## src/rtl/snake_event_gen.sv

```systemverilog
// snake_event_gen: moves the snake head on a grid at a divided-clock rate,
// keeps the body in a shift buffer, and emits single-cycle food (good),
// wall/self (bad) and accepted-direction pulses for the sound front end.
module snake_event_gen #(
  parameter int GRID_W   = 16,
  parameter int GRID_H   = 16,
  parameter int MAX_LEN  = 16,
  parameter int TICK_DIV = 25
) (
  input  logic       clk,
  input  logic       nRst,
  input  logic [3:0] dir_i,
  input  logic       restart_i,
  input  logic [3:0] food_x,
  input  logic [3:0] food_y,
  input  logic       food_valid,
  output logic       good_coll,
  output logic       bad_coll,
  output logic [3:0] dir_o,
  output logic [3:0] head_x,
  output logic [3:0] head_y,
  output logic [4:0] length,
  output logic       dead
);

  localparam int CNT_W = (TICK_DIV > 1) ? $clog2(TICK_DIV) : 1;
  localparam logic [CNT_W-1:0] CNT_LAST = CNT_W'(TICK_DIV - 1);

  localparam logic [3:0] DIR_UP    = 4'b1000;
  localparam logic [3:0] DIR_DOWN  = 4'b0100;
  localparam logic [3:0] DIR_LEFT  = 4'b0010;
  localparam logic [3:0] DIR_RIGHT = 4'b0001;

  localparam logic [MAX_LEN-1:0][3:0] SEG_X_INIT = {{(MAX_LEN-2){4'd0}}, 4'd7, 4'd8};
  localparam logic [MAX_LEN-1:0][3:0] SEG_Y_INIT = {{(MAX_LEN-2){4'd0}}, 4'd8, 4'd8};

  typedef enum logic [1:0] {IDLE, RUN, DEAD} state_t;

  state_t                   state_q, state_d;
  logic [3:0]               dir_q, dir_prev_q;
  logic                     rst_btn_q, rst_prev_q;
  logic [3:0]               heading_q, heading_d;
  logic [3:0]               pending_q, pending_d;
  logic [CNT_W-1:0]         cnt_q, cnt_d;
  logic [MAX_LEN-1:0][3:0]  seg_x_q, seg_x_d;
  logic [MAX_LEN-1:0][3:0]  seg_y_q, seg_y_d;
  logic [4:0]               len_q, len_d;
  logic                     good_q, good_d;
  logic                     bad_q, bad_d;
  logic [3:0]               dir_o_q, dir_o_d;

  logic [3:0]         rose;
  logic [3:0]         heading_rev;
  logic               accept;
  logic               restart_press;
  logic [4:0]         hx_inc, hy_inc;
  logic [3:0]         nx, ny;
  logic               wall;
  logic               self_hit;
  logic               food_hit;
  logic [MAX_LEN-1:0] body_match;

  assign rose          = dir_q & ~dir_prev_q;
  assign heading_rev   = {heading_q[2], heading_q[3], heading_q[0], heading_q[1]};
  assign accept        = (state_q != DEAD) && $onehot(dir_q) && (rose == dir_q) &&
                         (dir_q != heading_rev) && (dir_q != pending_q);
  assign restart_press = rst_btn_q & ~rst_prev_q;

  assign hx_inc = {1'b0, seg_x_q[0]} + 5'd1;
  assign hy_inc = {1'b0, seg_y_q[0]} + 5'd1;

  // Button conditioning: one register stage plus a history stage for edge detection
  always_ff @(posedge clk or negedge nRst) begin
    if (!nRst) begin
      dir_q      <= '0;
      dir_prev_q <= '0;
      rst_btn_q  <= 1'b0;
      rst_prev_q <= 1'b0;
    end else begin
      dir_q      <= dir_i;
      dir_prev_q <= dir_q;
      rst_btn_q  <= restart_i;
      rst_prev_q <= rst_btn_q;
    end
  end

  // Candidate next head along the pending direction and its wall check
  always_comb begin
    nx   = seg_x_q[0];
    ny   = seg_y_q[0];
    wall = 1'b0;
    case (pending_q)
      DIR_UP: begin
        wall = (seg_y_q[0] == 4'd0);
        ny   = seg_y_q[0] - 4'd1;
      end
      DIR_DOWN: begin
        wall = (hy_inc >= 5'(GRID_H));
        ny   = hy_inc[3:0];
      end
      DIR_LEFT: begin
        wall = (seg_x_q[0] == 4'd0);
        nx   = seg_x_q[0] - 4'd1;
      end
      DIR_RIGHT: begin
        wall = (hx_inc >= 5'(GRID_W));
        nx   = hx_inc[3:0];
      end
      default: ;
    endcase
  end

  // Body cells 1..length-2 only: the tail cell vacates on the same move
  assign body_match[0] = 1'b0;
  for (genvar g = 1; g < MAX_LEN; g++) begin : g_match
    assign body_match[g] = (6'(g + 2) <= {1'b0, len_q}) &&
                           (seg_x_q[g] == nx) && (seg_y_q[g] == ny);
  end

  assign self_hit = |body_match;
  assign food_hit = food_valid && (nx == food_x) && (ny == food_y);

  // Next-state: direction accept, tick divider, move resolution, restart
  always_comb begin
    state_d   = state_q;
    heading_d = heading_q;
    pending_d = pending_q;
    cnt_d     = cnt_q;
    seg_x_d   = seg_x_q;
    seg_y_d   = seg_y_q;
    len_d     = len_q;
    good_d    = 1'b0;
    bad_d     = 1'b0;
    dir_o_d   = '0;

    if (accept) begin
      pending_d = dir_q;
      dir_o_d   = dir_q;
    end

    case (state_q)
      IDLE: begin
        cnt_d = '0;
        if (accept) state_d = RUN;
      end
      RUN: begin
        if (cnt_q == CNT_LAST) begin
          cnt_d     = '0;
          // the move consumes the pending direction registered before this edge;
          // a press accepted on this same edge only lands in pending_d
          heading_d = pending_q;
          if (wall || self_hit) begin
            bad_d   = 1'b1;
            state_d = DEAD;
          end else begin
            seg_x_d = {seg_x_q[MAX_LEN-2:0], nx};
            seg_y_d = {seg_y_q[MAX_LEN-2:0], ny};
            if (food_hit) begin
              good_d = 1'b1;
              if (len_q != 5'(MAX_LEN)) len_d = len_q + 5'd1;
            end
          end
        end else begin
          cnt_d = cnt_q + CNT_W'(1);
        end
      end
      DEAD: begin
        if (restart_press) begin
          state_d   = IDLE;
          heading_d = DIR_RIGHT;
          pending_d = DIR_RIGHT;
          cnt_d     = '0;
          seg_x_d   = SEG_X_INIT;
          seg_y_d   = SEG_Y_INIT;
          len_d     = 5'd2;
        end
      end
      default: state_d = IDLE;
    endcase
  end

  // Game state and pulse registers
  always_ff @(posedge clk or negedge nRst) begin
    if (!nRst) begin
      state_q   <= IDLE;
      heading_q <= DIR_RIGHT;
      pending_q <= DIR_RIGHT;
      cnt_q     <= '0;
      seg_x_q   <= SEG_X_INIT;
      seg_y_q   <= SEG_Y_INIT;
      len_q     <= 5'd2;
      good_q    <= 1'b0;
      bad_q     <= 1'b0;
      dir_o_q   <= '0;
    end else begin
      state_q   <= state_d;
      heading_q <= heading_d;
      pending_q <= pending_d;
      cnt_q     <= cnt_d;
      seg_x_q   <= seg_x_d;
      seg_y_q   <= seg_y_d;
      len_q     <= len_d;
      good_q    <= good_d;
      bad_q     <= bad_d;
      dir_o_q   <= dir_o_d;
    end
  end

  assign good_coll = good_q;
  assign bad_coll  = bad_q;
  assign dir_o     = dir_o_q;
  assign head_x    = seg_x_q[0];
  assign head_y    = seg_y_q[0];
  assign length    = len_q;
  assign dead      = (state_q == DEAD);

endmodule

```

## config.mk

```make
export PLATFORM = sky130hd
export DESIGN_NAME = snake_event_gen
export DESIGN_NICKNAME = d
export VERILOG_FILES = /design/src/rtl/snake_event_gen.sv
export SDC_FILE = /design/constraint.sdc
export NUM_CORES = 1
export LEC_CHECK = 0
export BUFFER_PORTS_ARGS = -buffer_cell sky130_fd_sc_hd__buf_2
export CAP_MARGIN = 25
export CORE_ASPECT_RATIO = 1.4
export CORE_MARGIN = 3
export CORE_UTILIZATION = 55
export DETAILED_ROUTE_END_ITERATION = 10
export PLACE_DENSITY = 0.72
export SLEW_MARGIN = 20
export SYNTH_ARGS = -nofsm -noshare
export SYNTH_HDL_FRONTEND = slang
export SYNTH_SLANG_ARGS = --single-unit
```

## constraint.sdc

```tcl
create_clock -name clk -period 8.6 [get_ports clk]
set_clock_uncertainty 0.1 [all_clocks]
set_input_delay 0.43 -clock clk [delete_from_list [all_inputs] [get_ports clk]]
set_output_delay 0.43 -clock clk [all_outputs]
set_load 0.02 [all_outputs]
```

### Word level (Yosys, flattened, before mapping)

Index checks and enable logic that the tools add are counted.

| word-level totals | value |
|---|---|
| memories | 0 |
| output and inout port bits | 20 |
| flip-flop bits (word level) | 164 |
| logic and storage cells | 213 |
| latch bits | 0 |
| input port bits | 16 |
| RAM bits | 0 |
| memory bits (read-only) | 0 |

| cells by class | value |
|---|---|
| shifts and indexed selects | 0 |
| multiply operators | 0 |
| equality and inequality tests | 52 |
| add/subtract/negate cells | 9 |
| divide/modulo/power cells | 0 |
| bitwise operators | 4 |
| reduce and logical (&&, ||, !) cells | 48 |
| muxes and demuxes | 39 |
| $lt $le $gt $ge | 17 |

Operators with widths:

| kind | number |
|---|---|
| two-way mux 64 bit | 6 |
| case mux 64 bit (2 select lines) | 2 |
| equality test 4 bit | 33 |
| less-or-equal comparator 4 x 5 -> 1 bit, first input constant | 8 |
| logical AND 1 bit | 36 |
| two-way mux 5 bit | 7 |
| two-way mux 4 bit | 6 |
| case mux 4 bit (2 select lines) | 3 |
| less-or-equal comparator 3 x 5 -> 1 bit, first input constant | 4 |
| case mux 5 bit (3 select lines) | 1 |
| OR reduction 15 bit | 1 |
| != test 2 bit, second input constant | 7 |
| adder 4 x 1 -> 5 bit, second input constant | 2 |
| adder 5 x 1 -> 5 bit, second input constant | 2 |
| >= comparator 5 bit, second input constant | 2 |
| less-or-equal comparator 5 bit, first input constant | 2 |
| case mux 5 bit (2 select lines) | 1 |
| logical NOT 4 bit | 2 |
| two-way mux 2 bit | 4 |
| != test 4 bit | 2 |
| AND reduction 4 bit | 2 |
| subtractor 4 x 1 -> 4 bit, second input constant | 2 |
| two-way mux 1 bit | 7 |
| case mux 2 bit (3 select lines) | 1 |
| 25 further kinds | 26 |

### Longest topological paths before layout

Gate-level depths: netlist of the first run.

| logic depth | value |
|---|---|
| depth after elaboration | 10 |
| depth in mapped cells | 18 |

### Least setup slack after synthesis of the first run

Ideal clock, no wire load.

| timing path | value |
|---|---|
| path kind | flip-flop to flip-flop |
| start point | reg seg_y_q, in the netlist head_y[0] |
| end point | reg seg_x_q[19] in the netlist's numbering |
| arrival | 3978 ps |
| clock period less this slack | 4198 ps |
| data required time | 8380 ps |
| buffers on the path | 4 |
| cell stages (with the launch flop) | 17 |
| setup slack | 4402 ps |
| path through | dfrtp_1 clkbuf_1 buf_1 inv_1 ha_1 and3b_1 o21a_1 xnor2_1 nor2_1 a2111oi_0 a32oi_1 o221ai_2 nor4_4 buf_6 clkbuf_1 and3_1 a31o_2 |

| on the way | value |
|---|---|
| cells in the longest elaborated chain, start to end | 8 |
| elaborated cells on any way between the ends | 40 |
| those cells by class | add/sub (2); order compare (1); eq/ne (16); mux (2); reduce/logical (19) |

RTL lines:

| element | RTL line | source |
|---|---|---|
| from (decl) | 46 | `logic [MAX_LEN-1:0][3:0] seg_y_q, seg_y_d;` |
| from (signal assigned) | 201 | `seg_y_q <= seg_y_d;` |
| adder 4 x 1 -> 5 bit / subtractor 4 x 1 -> 4 bit (equally long branches) | 70, 95 |  |
| case mux 4 bit (2 select lines) | 92 | `case (pending_q)` |
| equality test 4 bit | 117 | `(seg_x_q[g] == nx) && (seg_y_q[g] == ny);` |
| logical AND 1 bit | 117 |  |
| OR reduction 15 bit | 120 | `assign self_hit = \|body_match;` |
| logical OR 1 bit * | 152 | `if (wall \|\| self_hit) begin` |
| != test 2 bit (no line) * | -- |  |
| AND reduction 4 bit (no line) * | -- |  |
| to (signal assigned) | 200 | `seg_x_q <= seg_x_d;` |
| to (decl) | 45 | `logic [MAX_LEN-1:0][3:0] seg_x_q, seg_x_d;` |

Every way passes the cells marked *; elsewhere a longest branch is shown, timed or not.
A chain may end at the register's enable or synchronous reset.

### Worst setup path in the final report of the first run

| timing path | value |
|---|---|
| start point | reg seg_x_q, in the netlist head_x[0] |
| end point | reg len_q[1], in the netlist length[1] |

| on the way | value |
|---|---|
| cells in the longest elaborated chain, start to end | 9 |
| elaborated cells on any way between the ends | 59 |
| those cells by class | add/sub (2); order compare (1); eq/ne (18); mux (2); reduce/logical (36) |

RTL lines:

| element | RTL line | source |
|---|---|---|
| adder 4 x 1 -> 5 bit / subtractor 4 x 1 -> 4 bit (equally long branches) | 69, 103 |  |
| case mux 4 bit (2 select lines) | 92 |  |
| equality test 4 bit | 117 |  |
| logical AND 1 bit | 116 | `assign body_match[g] = (6'(g + 2) <= {1'b0, len_q}) &&` |
| logical AND 1 bit | 117 |  |
| OR reduction 15 bit | 120 |  |
| logical OR 1 bit | 152 |  |
| != test 2 bit (no line) | -- |  |
| AND reduction 6 bit (no line) * | -- |  |
| to (signal assigned) | 202 | `len_q <= len_d;` |
| to (decl) | 47 | `logic [4:0] len_q, len_d;` |

Marked as above.

==> metrics.txt, run 1 <==
# TYPE chip_impl_metric gauge
chip_impl_info{name="result_of_the_run",value="finished with violations"} 1
chip_impl_info{name="failed_checks",value="negative hold slack"} 1
chip_impl_metric{name="fin_hold_ws",unit="ps"} -14.1
chip_impl_metric{name="finish.utilization",unit="%"} 61.0
chip_impl_info{name="ys_dominant_reg_cell",value="sky130_fd_sc_hd__dfrtp_1"} 1
chip_impl_metric{name="initial_detailed_routing_violation_count",unit=""} 792
chip_impl_metric{name="die_width",unit="µm"} 122
chip_impl_metric{name="start_util",unit="%"} 57.0
chip_impl_metric{name="cp_max_fo",unit=""} 112
chip_impl_metric{name="cts_h_tree_lvls",unit=""} 4
chip_impl_info{name="timing_worst_setup_path_type",value="register to register"} 1
chip_impl_metric{name="placementRows",unit=""} 58
chip_impl_metric{name="drc_errors",unit=""} 0
chip_impl_metric{name="register_clock_pin_slew_on_the_reported_worst_setup_and_hold_paths",unit="ps"} 70
chip_impl_metric{name="postSynthNetCount",unit=""} 1089
chip_impl_metric{name="grt_antenna_before_repair",unit=""} 0
chip_impl_metric{name="hpwl",unit="µm"} 20900
chip_impl_metric{name="pnr_total_power",unit="mW"} 2.72
chip_impl_metric{name="yosysSeqAreaShare",unit="%"} 39.7
chip_impl_metric{name="multi_input_area",unit="mm²"} 0.00569
chip_impl_metric{name="clock.fmax",unit="GHz"} 0.175
chip_impl_metric{name="mappedNetlistArea",unit="mm²"} 0.0104
chip_impl_metric{name="slew-limit-headroom",unit="%"} 26.7
chip_impl_metric{name="first_global_vias",unit=""} 8241
chip_impl_metric{name="largest_net_degree_at_the_start_of_global_routing",unit=""} 113
chip_impl_metric{name="clkLatencyLatePin",unit="ps"} 440
chip_impl_metric{name="timing.max_cap.violations",unit=""} 0
chip_impl_metric{name="total_congestion_overflow",unit=""} 0
chip_impl_info{name="cts_tree",value="built"} 1
chip_impl_info{name="path_category_of_the_worst_min_delay_check",value="input pin to async pin"} 1
chip_impl_metric{name="n_antenna_cell",unit=""} 0
chip_impl_metric{name="maxSlewViolCount",unit=""} 0
chip_impl_metric{name="cts_buffers",unit=""} 17
chip_impl_metric{name="cts_resized",unit=""} 0
chip_impl_metric{name="clock_sink_count",unit=""} 164
chip_impl_metric{name="number_of_hold_buffers_added_after_cts",unit=""} 5
chip_impl_metric{name="timing.setup.tns",unit="ps"} 0
chip_impl_metric{name="final_layout_size_suffix_gt1_share",unit="%"} 15.5
chip_impl_info{name="ctsRootBufferMaster",value="sky130_fd_sc_hd__clkbuf_16"} 1
chip_impl_metric{name="core",unit="mm²"} 0.0182
chip_impl_metric{name="worst_ep_arrival_time",unit="ps"} 5980
chip_impl_metric{name="wl",unit="µm"} 30600
chip_impl_metric{name="post-cts-setup-buffers",unit=""} 0
chip_impl_metric{name="netlist-cell-type-count",unit=""} 79
chip_impl_metric{name="postSynth.asyncResetShare",unit="%"} 100
chip_impl_metric{name="post-route-period-util",unit="%"} 66.4
chip_impl_metric{name="register_area",unit="mm²"} 0.00412
chip_impl_metric{name="drt_pre_antenna_iters",unit=""} 6
chip_impl_metric{name="grt_usage",unit="%"} 30.3
chip_impl_metric{name="num_vias",unit=""} 8479
chip_impl_metric{name="powerDensity",unit="mW/mm²"} 244
chip_impl_metric{name="drt.antenna.violating_nets",unit=""} 0
chip_impl_metric{name="routed_wire_length_per_instance",unit="µm"} 23.7
chip_impl_metric{name="floorplan.die.height",unit="µm"} 169
chip_impl_metric{name="period_needed",unit="ps"} 5710
chip_impl_info{name="grt_setup_unrepaired",value="false"} 1
chip_impl_metric{name="worstMarginPinSlew",unit="ps"} 1090
chip_impl_metric{name="yosysWarningCount",unit=""} 0
chip_impl_metric{name="synthesis.instances",unit=""} 1059
chip_impl_metric{name="leakagePower",unit="nW"} 5.39
chip_impl_metric{name="timing.critical_path.required",unit="ps"} 8870
chip_impl_metric{name="number_of_enable_flip_flop_cells_after_synthesis",unit=""} 0
chip_impl_metric{name="area_growth",unit="%"} 7.08
chip_impl_metric{name="setup_violations",unit=""} 0
chip_impl_info{name="end_kind",value="register"} 1
chip_impl_metric{name="cts_buffer_depth",unit=""} 2
chip_impl_metric{name="final_net_count",unit=""} 1067
chip_impl_metric{name="number_of_failing_hold_endpoints_at_the_final_stage",unit=""} 6
chip_impl_metric{name="irDropWorstVdd",unit="V"} 0.000147
chip_impl_metric{name="port_buffers",unit=""} 35
chip_impl_metric{name="globalplace.congestion",unit=""} 1.02
chip_impl_metric{name="fill_cells",unit=""} 1557
chip_impl_metric{name="grt_pass1_wl",unit="µm"} 47500
chip_impl_metric{name="num_io_pins",unit=""} 36
chip_impl_metric{name="post_synthesis_average_cell_area",unit="µm²"} 9.80
chip_impl_metric{name="die-area",unit="mm²"} 0.0206
chip_impl_metric{name="post_drt_via_cell_ratio",unit=""} 6.57
chip_impl_info{name="startpoint_types",value="register"} 1
chip_impl_metric{name="synth.ff_latch_count",unit=""} 164
-- power breakdown --
part | switching (mW) | total, mW | internal, mW
Clock | 0.348 | 0.733 | 0.385
Combinational | 0.709 | 1.10 | 0.391
Sequential | 0.0772 | 0.881 | 0.804
-- path summary, 6_finish.rpt --
| check | slack (ps) | cells after the start | end | start |
|---|---|---|---|---|
| max in group asynchronous | 7000 | 2 | seg_y_q[11] | nRst |
| worst max-delay path | 2890 | 13 | length[1] | head_x[0] |
| min in group clk | 310 | 4 | good_coll | food_valid |
| worst min-delay path | -10 | 1 | dir_q[0] | nRst |
| worst max register to register | 2890 | 13 | length[1] | head_x[0] |
| worst min register to register | 310 | 0 | rst_prev_q | rst_btn_q |
-- layout make-up --
cell class / instances / area share, %
multi-input combinational: 771 / 51.2
sequential: 164 / 37.0
clock buffer: 18 / 3.95
timing repair buffer: 52 / 3.04
tap: 240 / 2.70
clock inverter: 14 / 1.07
inverter: 31 / 1.05
-- per-layer routing --
layer / wire [µm] / vias to the layer above / GRT usage, %
met4: 2170 / 0 / 19.4
met3: 1500 / 122 / 4.45
met5: 0 / - / 0
met2: 14700 / 324 / 48.4
met1: 12300 / 4217 / 38.2
li1: - / 3816 / -
-- logic make-up after synthesis --
kind of cell	Yosys count	synth area share, %
AOI/OAI and AO/OA	229	17.1
xor gates and xnor gates	134	12.7
adders and majority gates	14	1.76
buffers and inverters	124	5.76
DFF	164	39.7
muxes	39	3.81
and+or+nand+nor	355	19.2
-- cells in the mapped netlist, types with 6 or more instances --
library cell,n,area (µm²)
sky130_fd_sc_hd__o21ai_0,29,145
sky130_fd_sc_hd__nand2_1,59,221
sky130_fd_sc_hd__and2_1,7,43.8
sky130_fd_sc_hd__dfrtp_1,155,3880
sky130_fd_sc_hd__nor4_1,13,81.3
sky130_fd_sc_hd__xor2_1,30,263
sky130_fd_sc_hd__nand2b_1,11,68.8
sky130_fd_sc_hd__buf_6,9,101
sky130_fd_sc_hd__nand4_1,26,163
sky130_fd_sc_hd__xnor2_1,93,815
sky130_fd_sc_hd__dfstp_2,9,236
sky130_fd_sc_hd__a31o_2,59,517
sky130_fd_sc_hd__buf_2,14,70.1
sky130_fd_sc_hd__clkbuf_1,51,191
sky130_fd_sc_hd__o21a_1,6,45.0
sky130_fd_sc_hd__o22ai_1,6,37.5
sky130_fd_sc_hd__xnor3_1,8,180
sky130_fd_sc_hd__nand3_1,22,110
sky130_fd_sc_hd__a31o_1,41,359
sky130_fd_sc_hd__buf_4,12,90.1
sky130_fd_sc_hd__ha_1,13,163
sky130_fd_sc_hd__a21oi_1,18,90.1
sky130_fd_sc_hd__a31oi_1,11,68.8
sky130_fd_sc_hd__nor3_1,11,55.1
sky130_fd_sc_hd__inv_1,31,116
sky130_fd_sc_hd__nor2b_1,8,50.1
sky130_fd_sc_hd__mux2i_1,35,350
sky130_fd_sc_hd__or3_1,7,43.8
sky130_fd_sc_hd__and3_1,109,682
sky130_fd_sc_hd__nor2_1,48,180
-- through the flow --
stage	instances	hold slack, ps	instance area [µm²]	setup slack [ps]
2_1_floorplan	1059	34.4	10400	4400
3_3_place_gp	1251	291	10500	2900
3_5_place_dp	1253	294	10500	2990
4_1_cts	1290	39.9	11100	2970
5_1_grt	1290	63.5	11100	2700
6_report	1290	-14.1	11100	2890
-- state kept, by name, indices dropped and copies added (netlist names), 2 cells and up --
| signal | flops |
|---|---|
| dir_q | 4 |
| seg_y_q | 60 |
| pending_q | 4 |
| dir_prev_q | 4 |
| seg_x_q | 60 |
| state_q | 2 |
| head_y | 4 |
| head_x | 4 |
| dir_o | 4 |
| length | 5 |
| cnt_q | 5 |
| heading_q | 4 |
-- cells in the final DEF (no fill, tap or decap), types with 5 or more instances in the layout --
master	n
sky130_fd_sc_hd__dfrtp_1	155
sky130_fd_sc_hd__and3_1	109
sky130_fd_sc_hd__xnor2_1	93
sky130_fd_sc_hd__a31o_2	59
sky130_fd_sc_hd__nand2_1	58
sky130_fd_sc_hd__nor2_1	48
sky130_fd_sc_hd__a31o_1	41
sky130_fd_sc_hd__mux2i_1	35
sky130_fd_sc_hd__buf_2	34
sky130_fd_sc_hd__inv_1	31
sky130_fd_sc_hd__xor2_1	30
sky130_fd_sc_hd__o21ai_0	29
sky130_fd_sc_hd__nand4_1	26
sky130_fd_sc_hd__nand3_1	22
sky130_fd_sc_hd__a21oi_1	18
sky130_fd_sc_hd__clkbuf_16	17
sky130_fd_sc_hd__nor4_1	13
sky130_fd_sc_hd__ha_1	13
sky130_fd_sc_hd__nand2b_1	11
sky130_fd_sc_hd__nor3_1	11
sky130_fd_sc_hd__a31oi_1	11
sky130_fd_sc_hd__buf_4	10
sky130_fd_sc_hd__dfstp_2	9
sky130_fd_sc_hd__nor2b_1	8
sky130_fd_sc_hd__xnor3_1	8
sky130_fd_sc_hd__and2_1	7
sky130_fd_sc_hd__or3_1	7
sky130_fd_sc_hd__o22ai_1	6
sky130_fd_sc_hd__o21a_1	6
sky130_fd_sc_hd__a221oi_1	5
sky130_fd_sc_hd__nor4b_1	5
sky130_fd_sc_hd__and3b_1	5
sky130_fd_sc_hd__a211oi_1	5
sky130_fd_sc_hd__clkinv_4	5
sky130_fd_sc_hd__dlygate4sd3_1	5
-- critical path, cell delays in order, from the launching register on --
cell                       delay, ps
sky130_fd_sc_hd__dfrtp_1         820
sky130_fd_sc_hd__inv_1           300
sky130_fd_sc_hd__ha_1            460
sky130_fd_sc_hd__or4b_2          650
sky130_fd_sc_hd__o221a_2         300
sky130_fd_sc_hd__nand2_2         420
sky130_fd_sc_hd__xnor2_1         280
sky130_fd_sc_hd__a21oi_1         160
sky130_fd_sc_hd__nand4_1         230
sky130_fd_sc_hd__o221ai_2        140
sky130_fd_sc_hd__nor4_4          350
sky130_fd_sc_hd__buf_4           800
sky130_fd_sc_hd__nand4_1         200
sky130_fd_sc_hd__mux2_1          370
Note: power is estimated with default switching activity, not from simulation.
==> run 2, diff against run 1 <==
clock period = 5.9 ns   (was 8.6 ns; I/O delays follow)
==> run 2 against run 1 <==
Design area increased by 1.0%. Highest routed layer unchanged. Critical path depth unchanged. Critical endpoint unchanged. Worst setup slack got worse by 2000 ps. Sequential power increased by 45%. The flow now finishes without violations. Core utilization increased by 0.62 points.
==> metrics.txt, run 2 (synthesis gave the netlist of run 1 again) <==
# TYPE chip_impl_metric gauge
chip_impl_metric{name="initial_detailed_routing_violation_count",unit=""} 925
chip_impl_metric{name="routed_wire_length_per_instance",unit="µm"} 23.6
chip_impl_metric{name="post_drt_via_cell_ratio",unit=""} 6.64
chip_impl_metric{name="wl",unit="µm"} 30600
chip_impl_metric{name="clkLatencyLatePin",unit="ps"} 430
chip_impl_metric{name="port_buffers",unit=""} 35
chip_impl_metric{name="worst_ep_arrival_time",unit="ps"} 5300
chip_impl_metric{name="register_clock_pin_slew_on_the_reported_worst_setup_and_hold_paths",unit="ps"} 70
chip_impl_metric{name="die-area",unit="mm²"} 0.0206
chip_impl_metric{name="floorplan.die.height",unit="µm"} 169
chip_impl_metric{name="area_growth",unit="%"} 8.16
chip_impl_metric{name="grt_usage",unit="%"} 30.5
chip_impl_metric{name="drt.antenna.violating_nets",unit=""} 0
chip_impl_metric{name="grt_antenna_before_repair",unit=""} 0
chip_impl_metric{name="powerDensity",unit="mW/mm²"} 360
chip_impl_metric{name="grt_pass1_wl",unit="µm"} 48400
chip_impl_metric{name="cts_h_tree_lvls",unit=""} 4
chip_impl_info{name="timing_worst_setup_path_type",value="register to register"} 1
chip_impl_metric{name="timing.setup.tns",unit="ps"} 0
chip_impl_metric{name="sum_of_buffers_and_inverters_on_the_critical_path",unit=""} 2
chip_impl_metric{name="setup_violations",unit=""} 0
chip_impl_metric{name="slew-limit-headroom",unit="%"} 34.5
chip_impl_metric{name="cts_resized",unit=""} 0
chip_impl_metric{name="total_congestion_overflow",unit=""} 0
chip_impl_metric{name="fin_hold_ws",unit="ps"} 272
chip_impl_metric{name="drc_errors",unit=""} 0
chip_impl_metric{name="num_io_pins",unit=""} 36
chip_impl_metric{name="timing.critical_path.required",unit="ps"} 6150
chip_impl_info{name="startpoint_types",value="register"} 1
chip_impl_info{name="grt_setup_unrepaired",value="false"} 1
chip_impl_info{name="cts_tree",value="built"} 1
chip_impl_metric{name="placementRows",unit=""} 58
chip_impl_metric{name="worst_path_largest_cell_delay",unit="ps"} 810
chip_impl_metric{name="num_vias",unit=""} 8616
chip_impl_metric{name="cts_buffer_depth",unit=""} 2
chip_impl_metric{name="power_frac_comb",unit="%"} 40.3
chip_impl_metric{name="drt_pre_antenna_iters",unit=""} 7
chip_impl_metric{name="total_switching_power",unit="mW"} 1.64
chip_impl_metric{name="leakagePower",unit="nW"} 5.44
chip_impl_metric{name="power.share.clock",unit="%"} 28.0
chip_impl_metric{name="final_net_count",unit=""} 1075
chip_impl_metric{name="clock_sink_count",unit=""} 164
chip_impl_metric{name="first_global_vias",unit=""} 8616
chip_impl_info{name="result_of_the_run",value="finished clean"} 1
chip_impl_metric{name="timing.max_cap.violations",unit=""} 0
chip_impl_metric{name="cts_buffers",unit=""} 17
chip_impl_metric{name="hpwl",unit="µm"} 20600
chip_impl_info{name="layout.cells.most_common_list",value="sky130_fd_sc_hd__dfrtp_1, sky130_fd_sc_hd__and3_1, sky130_fd_sc_hd__xnor2_1"} 1
chip_impl_info{name="crit_family",value="simple AND/OR/NAND/NOR gates"} 1
chip_impl_metric{name="irDropWorstVdd",unit="V"} 0.000229
chip_impl_metric{name="core",unit="mm²"} 0.0182
chip_impl_metric{name="maxSlewViolCount",unit=""} 0
chip_impl_metric{name="die_width",unit="µm"} 122
chip_impl_info{name="layout.cells.most_common",value="sky130_fd_sc_hd__dfrtp_1"} 1
chip_impl_metric{name="p_int",unit="mW"} 2.40
chip_impl_info{name="largest_registers",value="seg_x_q (60), seg_y_q (60)"} 1
chip_impl_info{name="end_kind",value="register"} 1
chip_impl_metric{name="setup_ws",unit="ps"} 850
chip_impl_metric{name="period_needed",unit="ps"} 5050
chip_impl_metric{name="start_util",unit="%"} 57.0
chip_impl_metric{name="worstMarginPinSlew",unit="ps"} 983
chip_impl_metric{name="pre_cts_worst_setup_slack",unit="ps"} 926
chip_impl_metric{name="sw_share",unit="%"} 40.6
chip_impl_info{name="ctsRootBufferMaster",value="sky130_fd_sc_hd__clkbuf_16"} 1
chip_impl_info{name="timing.critical_path.slowest_stage_cell",value="sky130_fd_sc_hd__buf_4"} 1
chip_impl_metric{name="globalplace.congestion",unit=""} 0.957
chip_impl_info{name="path_category_of_the_worst_min_delay_check",value="input pin to register"} 1
chip_impl_metric{name="n_antenna_cell",unit=""} 0
chip_impl_metric{name="post-route-period-util",unit="%"} 85.6
chip_impl_metric{name="number_of_failing_hold_endpoints_at_the_final_stage",unit=""} 0
chip_impl_metric{name="final_layout_size_suffix_gt1_share",unit="%"} 15.9
chip_impl_metric{name="cp_max_fo",unit=""} 112
chip_impl_metric{name="pnr_total_power",unit="mW"} 4.04
chip_impl_metric{name="largest_net_degree_at_the_start_of_global_routing",unit=""} 113
chip_impl_metric{name="seq_power_share",unit="%"} 31.7
chip_impl_metric{name="clock.fmax",unit="GHz"} 0.198
chip_impl_info{name="critical_path.cell_chain",value="inv_1, ha_1, or4b_2, o221a_2, nand2_2, xnor2_1, nor4b_1, a32oi_1, o221ai_2, nor4_4, buf_4, nand4_1, mux2_1"} 1
-- run 2: layout make-up --
class,instances,area [µm²]
clock inverters,12,145
clock buffers,20,447
flip-flops and latches,164,4120
fillers,1533,6990
well taps,240,300
inverters,31,116
multi-input cells,771,5690
repair buffers,60,417
-- run 2: power by group through the flow --
| stage | sequential (mW) | combinational (mW) | clock [mW] |
|---|---|---|---|
| 2_1_floorplan | 1.23 | 1.14 | 0 |
| 3_3_place_gp | 1.29 | 1.56 | 0 |
| 3_5_place_dp | 1.30 | 1.57 | 0 |
| 4_1_cts | 1.27 | 1.59 | 1.15 |
| 5_1_grt | 1.29 | 1.72 | 1.20 |
| 6_report | 1.28 | 1.63 | 1.13 |
-- run 2: metrics by stage --
| stage | util [%] | area, µm² | instances |
|---|---|---|---|
| after floorplan | - | 10400 | 1059 |
| after global placement | 57.9 | 10500 | 1259 |
| after detailed placement | 57.9 | 10500 | 1259 |
| after CTS | 61.5 | 11200 | 1297 |
| after global routing | 61.6 | 11200 | 1298 |
| final | 61.6 | 11200 | 1298 |
-- run 2: worst reg2reg max path, cell delays in order, from the launching register on --
cell and delay [ps]:
sky130_fd_sc_hd__dfrtp_1 630, sky130_fd_sc_hd__inv_1 190, sky130_fd_sc_hd__ha_1 390, sky130_fd_sc_hd__or4b_2 630, sky130_fd_sc_hd__o221a_2 300, sky130_fd_sc_hd__nand2_2 340, sky130_fd_sc_hd__xnor2_1 200, sky130_fd_sc_hd__nor4b_1 80
sky130_fd_sc_hd__a32oi_1 200, sky130_fd_sc_hd__o221ai_2 150, sky130_fd_sc_hd__nor4_4 340, sky130_fd_sc_hd__buf_4 810, sky130_fd_sc_hd__nand4_1 230, sky130_fd_sc_hd__mux2_1 370
-- run 2: worst paths after layout --
check | start | end | slack [ps] | cells past startpoint
max reg2reg | head_x[1] | length[1] | 850 | 13
min | food_valid | good_coll | 270 | 4
max in group asynchronous | nRst | seg_x_q[63] | 4260 | 3
min in group asynchronous | nRst | dir_q[0] | 330 | 2
min reg2reg | rst_btn_q | rst_prev_q | 320 | 0
max | head_x[1] | length[1] | 850 | 13
-- run 2: repair_timing --
| action | 4_1_cts | 5_1_grt |
|---|---|---|
| hold buffers | 6 | 0 |
| setup buffers | 0 | 0 |
| hold endpoints to repair | 74 | 0 |
-- run 2: layer usage --
layer	routed length [µm]	track usage, %
met5	0	0
met3	1860	4.95
met2	14900	48.7
met1	12100	39.1
met4	1840	17.8
